--- config.mk ---
export PLATFORM = sky130hd
export DESIGN_NAME = booth_mult_ctrl
export DESIGN_NICKNAME = d
export VERILOG_FILES = /design/src/rtl/booth_mult_ctrl.sv
export SDC_FILE = /design/constraint.sdc
export NUM_CORES = 1
export LEC_CHECK = 0
export BUFFER_PORTS_ARGS = -buffer_cell sky130_fd_sc_hd__buf_2
export CORE_MARGIN = 2
export CORE_UTILIZATION = 35
export CTS_CLUSTER_DIAMETER = 150
export CTS_CLUSTER_SIZE = 30
export DETAILED_ROUTE_END_ITERATION = 12
export PLACE_DENSITY_LB_ADDON = 0.08
export RECOVER_POWER = 25
export SLEW_MARGIN = 10
export SYNTH_ARGS = -nofsm -noshare
export SYNTH_HDL_FRONTEND = slang
export SYNTH_SLANG_ARGS = --single-unit
--- constraint.sdc ---
create_clock -name clock -period 3.7 [get_ports clock]
set_input_delay 0.37 -clock clock [delete_from_list [all_inputs] [get_ports clock]]
set_output_delay 0.37 -clock clock [all_outputs]
set_load 0.02 [all_outputs]
--- src/rtl/booth_mult_ctrl.sv ---
// Radix-2 Booth sequencer driving an external 65-bit product register
// ({product hi, multiplier, Booth bit}); one add/shift step per clock.
module booth_mult_ctrl #(
  parameter int WIDTH = 32,
  parameter int CNT_W = 6
) (
  input  logic               clock,
  input  logic               ctrl_reset,
  input  logic               ctrl_MULT,
  input  logic [WIDTH-1:0]   data_operandA,
  input  logic [WIDTH-1:0]   data_operandB,
  input  logic [2*WIDTH:0]   prod_q,
  output logic [2*WIDTH:0]   prod_d,
  output logic               prod_we,
  output logic [WIDTH-1:0]   data_result,
  output logic               data_exception,
  output logic               data_resultRDY,
  output logic               busy
);

  typedef enum logic [1:0] {IDLE, RUN, DONE} state_t;

  state_t           stateReg;
  logic [CNT_W-1:0] cntReg;
  logic [WIDTH-1:0] aLatReg;
  logic             busyReg;
  logic             rdyReg;

  logic [1:0]       boothSel;
  logic [WIDTH:0]   hiExt;
  logic [WIDTH:0]   aExt;
  logic [WIDTH:0]   addend;
  logic             carryIn;
  logic [WIDTH:0]   stepSum;
  logic [2*WIDTH:0] stepNext;
  logic [2*WIDTH:0] loadNext;
  logic [WIDTH-1:0] signDiff;

  // Upper word is widened by one bit so +/- the most negative multiplicand
  // cannot overflow; the shift then drops the extra bit back into place.
  assign boothSel = prod_q[1:0];
  assign hiExt    = {prod_q[2*WIDTH], prod_q[2*WIDTH:WIDTH+1]};
  assign aExt     = {aLatReg[WIDTH-1], aLatReg};

  always_comb begin
    addend  = '0;
    carryIn = 1'b0;
    case (boothSel)
      2'b01:   addend = aExt;
      2'b10: begin
        addend  = ~aExt;
        carryIn = 1'b1;
      end
      default: addend = '0;
    endcase
  end

  assign stepSum  = hiExt + addend + {{WIDTH{1'b0}}, carryIn};
  assign stepNext = {stepSum, prod_q[WIDTH:1]};
  assign loadNext = {{WIDTH{1'b0}}, data_operandB, 1'b0};

  // The write port must be valid before the edge that commits it, so these
  // are decoded from the current state and the start request.
  assign prod_d  = ctrl_MULT ? loadNext : stepNext;
  assign prod_we = !ctrl_reset && (ctrl_MULT || (stateReg == RUN));

  always_ff @(posedge clock) begin
    if (ctrl_reset) begin
      stateReg <= IDLE;
      cntReg   <= '0;
      aLatReg  <= '0;
      busyReg  <= 1'b0;
      rdyReg   <= 1'b0;
    end else if (ctrl_MULT) begin
      stateReg <= RUN;
      cntReg   <= '0;
      aLatReg  <= data_operandA;
      busyReg  <= 1'b1;
      rdyReg   <= 1'b0;
    end else begin
      case (stateReg)
        RUN: begin
          cntReg <= cntReg + 1'b1;
          if (cntReg == CNT_W'(WIDTH - 1)) begin
            stateReg <= DONE;
            busyReg  <= 1'b0;
            rdyReg   <= 1'b1;
          end
        end
        DONE: begin
          stateReg <= IDLE;
          rdyReg   <= 1'b0;
        end
        default: begin
          stateReg <= IDLE;
          busyReg  <= 1'b0;
          rdyReg   <= 1'b0;
        end
      endcase
    end
  end

  // Overflow: any upper product bit disagreeing with the result's sign bit.
  generate
    for (genvar gi = 0; gi < WIDTH; gi++) begin : gSign
      assign signDiff[gi] = prod_q[WIDTH+1+gi] ^ prod_q[WIDTH];
    end
  endgenerate

  assign data_result    = prod_q[WIDTH:1];
  assign data_exception = |signDiff;
  assign data_resultRDY = rdyReg;
  assign busy           = busyReg;

endmodule

==> results.md, run 1 <==
* Status: completed
* Via Count at 4742
* Row count at 41
* 1st-iter DRT viols at 172
* Critical path class: in -> out
* Die Y at 117 um
* CTS tree: yes
* WP data arrival at 3.19 ns
* Antenna cells at 0
* Vias in the first global route at 4236
* Core outline area at 12500 um2
* Pleak at 2.76 nW
* Synth Register Bits at 41
* Register area share after synthesis at 18.5%
* WL met2 at 6530 um
* Mean Syn Cell Area at 7.45 um2
* Initial antenna violation count at 0
* Max-slew violation count at 0
* Share of synthesized flip-flops with an asynchronous set or reset at 0%
* Worst endpoint required time at 3.33 ns
* Syn. warnings at 0
* Cell Count, Final, Fillers Out at 961
* Die Footprint at 13600 um2
* WHS at 0.318 ns
* Placer congestion estimate at 0.858
* I/O pin count at 233
* H-tree levels at 2
* Post-synth top flop: dfxtp_1
* Power Density at 306 nW/um2
* DRT Pass-1 Iters at 4
* Syn nets at 761
* CP Capture Type: output port
* CTS max path bufs at 2
* Endpoints failing setup at 0
* Worst Hold Class: in -> reg
* Pin count of the biggest net entering global routing at 70
* Crit share post-route at 96.2%
* Global route overflow at 0
* Hold-fix buffers, CTS at 0
* DP Area at 5580 um2
* Fillers at 1277
* Vias/cell at 4.93
* Cells after synthesis at 595
* GRT Util Overall at 18.4%
* Placed insts at 952
* Initial Util at 35.6%
* Port bufs at 232
* Max Clk Rate at 281 MHz
* Highest metal used: met4
* Drt drc at 0
* First-pass GRT wire length at 20200 um
* Metal3 WL at 632 um
* CTS clk-pin slew, worst paths at 0.07 ns
* Number of enable flip-flop cells after synthesis at 0
* Post-route cell area at 5810 um2
* Unrepaired setup endpoints after global routing: true
* VDD IR max at 0.191 mV
* CTS buffer count at 5
* Critical path fanouts, max at 4
* CTS root buf: clkbuf_16
* Max-cap viol count at 0
* Post-Synthesis Cell Area at 4430 um2
* M1 wire length at 6310 um
* CTS sink cnt at 41
* Final min period at 3.56 ns
* Area delta synth->final at 31.0%
* Slew margin rel. at 47.3%
* Share of layout cells above drive strength 1 at 36.1%
* # nets final at 954
* HPWL Detailed at 11100 um
* Worst Skew at 0.00135 ns
* Die width at 117 um
* Clk_lat worst skew at 0.28 ns
* Final wirelength at 13500 um
* Startpoint Class: input pin
* Distinct cells, synth at 53
* Worst-margin pin slew at 0.791 ns
* Final ANT Viol Nets at 0
* Routed wirelength normalized by instance count at 14.1 um
* Total Power at 1.77 mW
* Hold violation total from the final report at 0
-- worst max-delay path, stage by stage --
cell and delay [ns]:
buf_2 0.15, nor2b_4 0.15, a21oi_1 0.10, fa_2 0.36, fa_2 0.36, nand2b_4 0.17, a21oi_4 0.16, o211ai_1 0.16
a31oi_2 0.34, o21bai_2 0.15, a311oi_2 0.31, o21a_1 0.17, nor3_2 0.05, buf_4 0.19
-- per-stage QoR --
step / worst slack [ns] / TNS (ns) / utilization [%]
final: 0.141 / 0 / 46.6
after detailed placement: -0.0410 / -0.0410 / 44.7
after floorplan: 0.0325 / 0 / -
after global placement: 0.00907 / 0 / 44.7
after CTS: 0.00825 / 0 / 46.0
after global routing: -0.0323 / -0.0493 / 46.6
-- where the power goes --
part	total (mW)	internal, mW	switching (mW)
Clock	0.450	0.254	0.196
Sequential	0.480	0.464	0.0159
Combinational	0.843	0.349	0.495
-- synth_stat cells (10+ instances only) --
master	number	area share (%)
a21o_1	12	2.0
a21oi_1	33	3.7
buf_4	32	5.4
clkbuf_1	25	2.1
dfxtp_1	41	19
ha_1	32	9.0
mux2_2	27	6.9
mux2i_1	33	7.5
nand2_1	64	5.4
nor2_1	94	8.0
nor2b_1	10	1.4
nor3_1	17	1.9
o21ai_0	35	4.0
o21ai_1	16	1.8
xor2_1	18	3.6
-- layer usage --
metal	GRT usage [%]	vias up
met1	25.6	2166
li1	-	2448
met2	31.0	124
met4	2.78	0
met3	2.75	4
met5	0	-
-- state kept, by name, indices dropped and copies added (netlist names) --
| name | cells |
|---|---|
| aLatReg | 32 |
| cntReg | 6 |
| busy | 1 |
| data_resultRDY | 1 |
| stateReg | 1 |
-- layout by cell type, fill, tap and decap left out, types with 3 or more instances in the layout --
master and instances:
o21ai_1 14, mux2i_1 33, nor3_1 16, o21ai_2 3, a21o_1 12, ha_1 31, mux2_1 6, a31oi_1 6
a21oi_1 30, dfxtp_1 41, inv_1 6, nand2_1 64, a21oi_2 5, o21a_1 3, nor2_1 93, o21ai_0 35
nand3_1 9, xor2_1 18, clkbuf_16 5, nor4_1 4, nand4_1 9, nand2b_1 4, buf_4 17, mux2_2 27
clkbuf_1 32, mux2_4 3, xnor2_1 9, a31oi_2 3, buf_2 198, o211ai_1 3, nor2b_1 9
-- cell families (layout without fill, tap and decap cells) --
group | count (synthesis) | in the layout | synth area share, %
buf+inv | 69 | 263 | 8.64
simple gates | 221 | 221 | 21.9
compound gates | 134 | 134 | 18.9
flops | 41 | 41 | 18.5
fa+ha+maj | 34 | 34 | 9.94
xor+xnor | 27 | 27 | 5.34
mux | 69 | 69 | 16.8
-- area by class of cell --
| cell class | instances | area (um2) | area share, % |
|---|---|---|---|
| clock buffer | 5 | 125 | 2.16 |
| multi-input combinational | 485 | 3320 | 57.2 |
| timing repair buffer | 249 | 1280 | 22.0 |
| tap | 172 | 215 | 3.71 |
| clock inverter | 3 | 25.0 | 0.431 |
| inverter | 6 | 22.5 | 0.388 |
| sequential | 41 | 821 | 14.1 |
-- final timing paths --
kind                     startpoint           to  slack, ns  depth (start not counted)
setup / recovery          prod_q[1]   prod_d[60]       0.14                         14
hold / removal    data_operandA[29]  aLatReg[29]       0.32                          3
hold reg to reg                busy         busy       0.49                          2
setup reg to reg        stateReg[0]    cntReg[5]       2.06                          4
-- repair_timing --
action / 4_1_cts / 5_1_grt
setup endpoints to repair: 1 / 12
pin swaps: 0 / 6
buffers inserted: 0 / 1
resized for setup: 1 / 25
No activity file was read; power rests on OpenSTA's default activity.
==> inputs of run 2 (changes only) <==
--- a/config.mk
+++ b/config.mk
@@ -7,10 +7,11 @@
 export LEC_CHECK = 0
 export BUFFER_PORTS_ARGS = -buffer_cell sky130_fd_sc_hd__buf_2
 export CORE_MARGIN = 2
-export CORE_UTILIZATION = 35
+export CORE_UTILIZATION = 47
 export CTS_CLUSTER_DIAMETER = 150
 export CTS_CLUSTER_SIZE = 30
 export DETAILED_ROUTE_END_ITERATION = 12
+export GPL_TIMING_DRIVEN = 0
 export PLACE_DENSITY_LB_ADDON = 0.08
 export RECOVER_POWER = 25
 export SLEW_MARGIN = 10
==> constraint.sdc (replaced) <==
create_clock -name clock -period 3.9 [get_ports clock]
set_input_delay 0.39 -clock clock [delete_from_list [all_inputs] [get_ports clock]]
set_output_delay 0.39 -clock clock [all_outputs]
set_load 0.02 [all_outputs]
==> run 2 against run 1 <==
Critical path depth up 6. Non-clock buffer count rose by 53. Utilization grew 18 points. Via count increased by 6.9%. Cell count decreased by 0.83%. Clock power down 32%. Wire length grew 6.2%. Flip-flop and latch count unchanged. Die area decreased by 25%. Combinational power shrank 2.4%. Power down 11%. Design area grew 2.9%. Critical endpoint is now prod_d[48]. Largest power group unchanged.
==> results.md, run 2 (same netlist as run 1, synthesis figures left out) <==
* Worst-margin pin slew at 0.745 ns (-0.0463 ns)
* Crit share post-route at 97.7%
* RR Startpoint: stateReg[0]
* R2R Path End: cntReg[5]
* First-pass GRT wire length at 21400 um (+6.1%)
* Cells on worst reg2reg path at 5 (+1)
* Share of layout cells above drive strength 1 at 37.4% (+1.3 points)
* Most frequent cells in the layout: buf_2, nor2_1, nand2_1
* FF+latch area at 821 um2 (unchanged)
* Area delta synth->final at 34.8%
* Endpoints failing setup at 0 (unchanged)
* Critical path class: in -> out
* Worst hold start: data_operandA[3]
* Vias/cell at 5.32 (+7.8%)
* Vias in the first global route at 4652 (+9.8%)
* Status: completed
* Worst Hold Class: in -> reg
* Hold violation total from the final report at 0 (unchanged)
* Initial Util at 48.2% (+13 points)
* Crit path capture: prod_d[48]
* Most flop-heavy register: aLatReg
* Hold-fix buffers, CTS at 0 (unchanged)
* Pin count of the biggest net entering global routing at 16 (-77%)
* Slew margin rel. at 50.4% (+3.1 points)
* Final wirelength at 14400 um (+6.2%)
* Final ANT Viol Nets at 0 (unchanged)
* Post-layout util at 65.0% (+18 points)
* Regs by FF count: aLatReg: 32 flops, cntReg: 6 flops
* DRT Pass-1 Iters at 5 (+1)
* CTS clk-pin slew, worst paths at 0.09 ns (+0.02 ns)
* Port bufs at 229 (-1.3%)
* # nets final at 1007 (+5.6%)
* WP data arrival at 3.42 ns (+0.23 ns)
* Startpoint Class: input pin
* Worst endpoint required time at 3.51 ns (+0.18 ns)
* CTS root buf: clkbuf_8
* Die Y at 101 um (-13%)
* Fillers at 898 (-30%)
* Die Footprint at 10200 um2 (-25%)
* GRT Util Overall at 26.2% (+7.8 points)
* CTS max path bufs at 2 (unchanged)
* Setup TNS at 0 ns (unchanged)
* 1st-iter DRT viols at 183 (+6.4%)
* Max-cap viol count at 0 (unchanged)
* Placer congestion estimate at 0.905 (+5.5%)
* Multi-input logic area at 3320 um2 (+0.15%)
* I/O pin count at 233 (unchanged)
* Final min period at 3.81 ns
* VDD IR max at 0.150 mV (-22%)
* CTS sink cnt at 41 (unchanged)
* H-tree levels at 2 (unchanged)
* CTS tree: yes
* Via Count at 5070 (+6.9%)
* HPWL Detailed at 11700 um (+6.1%)
* Initial antenna violation count at 0 (unchanged)
* CTS buffer count at 5 (unchanged)
* Row count at 35 (-15%)
* Routed wirelength normalized by instance count at 15.1 um (+7.1%)
* Antenna cells at 0 (unchanged)
* Reg2reg setup slack at 2.34 ns (+0.28 ns)
* Max-slew violation count at 0 (unchanged)
* Global route overflow at 0 (unchanged)
* Max FFs per register at 32 (unchanged)
* CP Capture Type: output port
* Drt drc at 0 (unchanged)
* Die width at 101 um (-13%)
* Core outline area at 9200 um2 (-26%)
* Worst Skew at 0.00316 ns (+0.00181 ns)
* Pleak at 2.90 nW (+5.0%)
* Critical path fanouts, max at 5 (+1)
* Commonest non-fill, non-tap cell in the layout: buf_2
* Power Density at 265 nW/um2 (-13%)
* Clk_lat worst skew at 0.30 ns (+0.02 ns)
* Max Clk Rate at 262 MHz
* Crit path from: prod_q[1]
[run 2: worst min-delay path by stage]
stage	slack, ns	to	cells after the start
global placement	0.48	data_resultRDY	1
finish	0.32	aLatReg[3]	3
detailed placement	0.50	aLatReg[26]	2
global route	0.30	aLatReg[3]	3
floorplan	0.45	data_resultRDY	1
CTS	0.31	aLatReg[3]	3
[run 2: timing repair]
| item | in CTS | in global routing |
|---|---|---|
| hold endpoints to repair | 0 | 0 |
| pin swaps | 4 | 9 |
| setup buffers | 7 | 3 |
| setup endpoints to repair | 12 | 10 |
| resized for setup | 16 | 28 |
[run 2: final cells by class]
cell class | count | area share [%]
plain buffers | 63 | 6.47
clock inverters | 3 | 0.419
inverters | 6 | 0.377
multi-input cells | 485 | 55.6
flip-flops and latches | 41 | 13.7
clock buffers | 5 | 1.15
well taps | 111 | 2.32
repair buffers | 239 | 19.9
[run 2: stage by stage]
stage / power, mW / worst slack [ns] / area (um2) / hold WS [ns] / cells
detailed placement: 1.25 / -0.625 / 5720 / 0.499 / 935
global route: 1.69 / -0.0124 / 5970 / 0.305 / 953
global placement: 1.24 / -0.538 / 5720 / 0.482 / 935
floorplan: 1.00 / 0.147 / 4440 / 0.446 / 595
CTS: 1.57 / 0.0127 / 5910 / 0.310 / 950
finish: 1.58 / 0.0885 / 5970 / 0.316 / 953
[run 2: power breakdown]
group | switching (mW) | internal [mW]
sequential | 0.0149 | 0.440
clock | 0.177 | 0.130
combinational | 0.480 | 0.342
[run 2: worst max-delay path, cell delays in order]
cell and delay [ns]:
buf_4 0.13, nor2b_2 0.10, buf_4 0.15, buf_8 0.10
a21oi_2 0.06, fa_2 0.41, fa_2 0.40, nand2b_4 0.16
a21oi_4 0.14, o211ai_1 0.20, buf_4 0.19, buf_4 0.12
buf_4 0.12, buf_4 0.12, buf_4 0.12, buf_4 0.13
nand2_4 0.06, xnor2_2 0.11, nor2_1 0.05, buf_4 0.17
[run 2: per-layer routing]
metal	vias to the layer above	part of all wire [%]	track usage, %
met4	0	1.2	6.24
met5	-	0	0
met1	2309	44	33.4
li1	2556	-	-
met3	16	6.0	4.30
met2	189	49	46.2
==> inputs of run 3 (changes only) <==
--- a/config.mk
+++ b/config.mk
@@ -5,9 +5,10 @@
 export SDC_FILE = /design/constraint.sdc
 export NUM_CORES = 1
 export LEC_CHECK = 0
+export ABC_AREA = 1
 export BUFFER_PORTS_ARGS = -buffer_cell sky130_fd_sc_hd__buf_2
 export CORE_MARGIN = 2
-export CORE_UTILIZATION = 47
+export CORE_UTILIZATION = 50
 export CTS_CLUSTER_DIAMETER = 150
 export CTS_CLUSTER_SIZE = 30
 export DETAILED_ROUTE_END_ITERATION = 12
==> run 3 against run 2 <==
Register-to-register slack gained 0.16 ns. Critical endpoint is now prod_d[64]. Maximum frequency up 6.0%. Synthesized cell count grew 68%. Worst setup slack improved by 0.22 ns.
==> results.md, run 3 <==
* Max-slew violation count at 0 (unchanged)
* Mean Syn Cell Area at 5.37 um2 (-28%)
* CP most frequent cell: nand2_1
* Hold-critical path endpoint: stateReg[0]
* Critical path fanouts, max at 10 (+5)
* Register area share after synthesis at 15.2% (-3.3 points)
* Commonest non-fill, non-tap cell in the layout: nand2_1
* Sw Ratio at 44.0% (+1.5 points)
* Worst hold start: ctrl_reset
* Crit share post-route at 92.2% (-5.5 points)
* Port bufs at 230 (+0.44%)
* Worst Hold Class: in -> reg
* Number of enable flip-flop cells after synthesis at 0 (unchanged)
* Pin count of the biggest net entering global routing at 14 (-2)
* Area delta synth->final at 26.2%
* GRT Util Overall at 31.4% (+5.2 points)
* CP Capture Type: output port
* Highest metal used: met4
* Comb pwr share at 52.5% (+0.6 points)
* Cell Count, Final, Fillers Out at 1376 (+44%)
* WP data arrival at 3.21 ns (-0.21 ns)
* Global route overflow at 0 (unchanged)
* Most frequent cell after synthesis: nand2_1
* Row count at 37 (+5.7%)
* CTS tree: yes
* Startpoint Class: input pin
* Pleak at 3.93 nW (+36%)
* Reg2reg setup slack at 2.50 ns (+0.16 ns)
* Endpoints failing setup at 0 (unchanged)
* Vias/cell at 4.93 (-7.4%)
* Vias in the first global route at 6064 (+30%)
* H-tree levels at 2 (unchanged)
* CTS max path bufs at 2 (unchanged)
* Post-synth top flop: dfxtp_1
* Most frequent cells in the layout: nand2_1, buf_2, inv_1, nor2_1, o21ai_0
* Antenna cells at 0 (unchanged)
* R2R Path End: cntReg[5]
* Seq pwr share at 26.7% (-2.0 points)
* Synth area leaders: nand2_1, dfxtp_1, inv_1, nor2_1, o21ai_0
* WP buf/inv at 4 (-6)
* Hold violation total from the final report at 0 (unchanged)
* Final wirelength at 18500 um (+28%)
* Most flop-heavy register: aLatReg
* Post-Synthesis Cell Area at 5390 um2 (+22%)
* Core outline area at 10400 um2 (+13%)
* Die Y at 108 um (+6.6%)
* DRT Pass-1 Iters at 4 (-1)
* Largest stage delay, worst path at 0.45 ns (+0.04 ns)
* Critical path class: in -> out
* Slowest-stage cell, CP: fa_1
* CTS sink cnt at 41 (unchanged)
* Clk network pwr share at 20.7% (+1.3 points)
* Unrepaired setup endpoints after global routing: false
* Synth Register Bits at 41 (unchanged)
* 1st-iter DRT viols at 404 (+120%)
* Crit-path cells: buf_2 -> nor2_1 -> clkbuf_2 -> a21oi_1 -> fa_1 -> fa_1 -> inv_1 -> nand2_1 -> nand2_1 -> nand3_2 -> nand2_2 -> nand2_1 -> nand2_2 -> nand2_1 -> nand3_1 -> nand2_1 -> nor2_1 -> buf_2
* Placer congestion estimate at 0.947 (+4.7%)
* Initial antenna violation count at 0 (unchanged)
* CTS clk-pin slew, worst paths at 0.08 ns (about the same)
* Pint at 965 uW (+5.8%)
* Clk_lat worst skew at 0.29 ns (about the same)
* RR Startpoint: stateReg[0]
* Share of layout cells above drive strength 1 at 26.4% (-11 points)
* Yosys top cell by area: nand2_1
* # nets final at 1405 (+40%)
* Distinct cells, synth at 33 (-38%)
* VDD IR max at 0.203 mV (+36%)
* Synth top area share at 23.9% (+5.4 points)
* CP delay by family, top: simple AND/OR/NAND/NOR gates
* Cells after synthesis at 1002 (+68%)
* Die Footprint at 11600 um2 (+14%)
* Worst Skew at 0.00944 ns (+0.00628 ns)
* Syn nets at 1168 (+53%)
* Routed wirelength normalized by instance count at 13.4 um (-11%)
* Share of synthesized flip-flops with an asynchronous set or reset at 0% (unchanged)
* I/O pin count at 233 (unchanged)
* Via Count at 6780 (+34%)
* Setup WS post-layout at 0.304 ns (+0.215 ns)
* DP Area at 6710 um2 (+17%)
* Max Clk Rate at 278 MHz (+6.0%)
* HPWL Detailed at 15900 um (+36%)
* Setup TNS at 0 ns (unchanged)
* Initial Util at 51.9% (+3.7 points)
* Final ANT Viol Nets at 0 (unchanged)
* Drt drc at 0 (unchanged)
* Pre-CTS WS at 0.176 ns (+0.801 ns)
* Post-route cell area at 6800 um2 (+14%)
* First-pass GRT wire length at 28900 um (+35%)
* Die width at 108 um (+6.6%)
* Regs by FF count: aLatReg: 32 flops, cntReg: 6 flops
* Metal3 WL at 1190 um (+39%)
* WL met2 at 9040 um (+28%)
* Psw at 758 uW (+13%)
* CTS buffer count at 5 (unchanged)
* Fillers at 1118 (+24%)
* Max FFs per register at 32 (unchanged)
* Max-cap viol count at 0 (unchanged)
* WHS at 0.305 ns (-0.0110 ns)
* Worst-margin pin slew at 0.631 ns (-0.114 ns)
* Worst endpoint required time at 3.51 ns (about the same)
* Hold path cells at 2 (-1)
* Placed insts at 1368 (+46%)
* Syn. warnings at 0 (unchanged)
* Hold-fix buffers, CTS at 0 (unchanged)
* M1 wire length at 7790 um (+24%)
* Power Density at 253 nW/um2 (-4.5%)
* CTS root buf: clkbuf_8
* Commonest cells in the netlist: nand2_1, inv_1, nor2_1
* Final min period at 3.60 ns (-0.215 ns)
* Status: completed
* Slew margin rel. at 57.9% (+7.6 points)
* Cells on worst reg2reg path at 8 (+3)
## run 3: cell count changes after synthesis, moves of 15 or more
cell / change
mux2i_1: -33
o21ai_0: +48
o21ai_1: -15
a21oi_1: +16
nand2_1: +279
nor2_1: +25
nand2_2: +25
inv_2: +19
nand3_1: +24
xor2_1: -18
mux2_2: -27
inv_1: +114
## run 3: worst register-to-register path, stage by stage (launching register included)
cell     delay (ns)
dfxtp_1        0.31
inv_1          0.05
nor2_1         0.27
nand2_1        0.13
nor3_2         0.17
nand2_1        0.10
o21ai_0        0.16
nand2_1        0.07
nor2_1         0.09
## run 3: power by group through the flow
stage	registers [mW]	clock network (mW)	logic, mW
after global placement	0.469	0	0.891
after floorplan	0.466	0	0.607
after CTS	0.460	0.359	0.902
final	0.461	0.357	0.905
after detailed placement	0.470	0	0.898
after global routing	0.464	0.376	1.00
## run 3: how the worst max path moves through the flow
| stage | start | endpoint | slack [ns] | depth (start not counted) |
|---|---|---|---|---|
| 2_1_floorplan | prod_q[0] | prod_d[64] | 0.77 | 17 |
| 3_3_place_gp | prod_q[1] | prod_d[64] | 0.21 | 18 |
| 3_5_place_dp | prod_q[1] | prod_d[64] | 0.18 | 18 |
| 4_1_cts | prod_q[1] | prod_d[64] | 0.15 | 18 |
| 5_1_grt | prod_q[1] | prod_d[64] | 0.08 | 18 |
| 6_report | prod_q[1] | prod_d[64] | 0.30 | 18 |
## run 3: area by class of cell
class	count	area, um2	area share, %
Multi-Input combinational cell	761	3680	54.1
Timing Repair Buffer	230	1120	16.5
Sequential cell	41	821	12.1
Inverter	140	526	7.73
Buffer	60	358	5.26
Tap cell	136	170	2.50
Clock buffer	6	82.6	1.21
Clock inverter	2	37.5	0.552
## run 3: kinds of logic (layout without fill, tap and decap cells)
family	after synthesis	in the layout	synth area share (%)
and+or+nand+nor	586	586	46.7
AOI/OAI and AO/OA	141	141	13.5
buffers and inverters	200	438	16.4
adders and majority gates	34	34	8.18
DFF	41	41	15.2
## run 3: stage by stage
step,power (mW),utilization [%]
global route,1.84,65.6
finish,1.72,65.6
floorplan,1.07,-
CTS,1.72,65.8
detailed placement,1.37,64.7
global placement,1.36,64.7
## run 3: timing repair
| action | in CTS | in global routing |
|---|---|---|
| endpoints found under the setup margin | 0 | 5 |
| gates resized for setup | 0 | 2 |
| setup buffers | 0 | 0 |
## run 3: routing by layer
layer / GRT usage, % / up-vias
li1: - / 3571
met4: 9.07 / 0
met2: 56.4 / 239
met3: 3.93 / 28
met1: 39.0 / 2942
met5: 0 / -
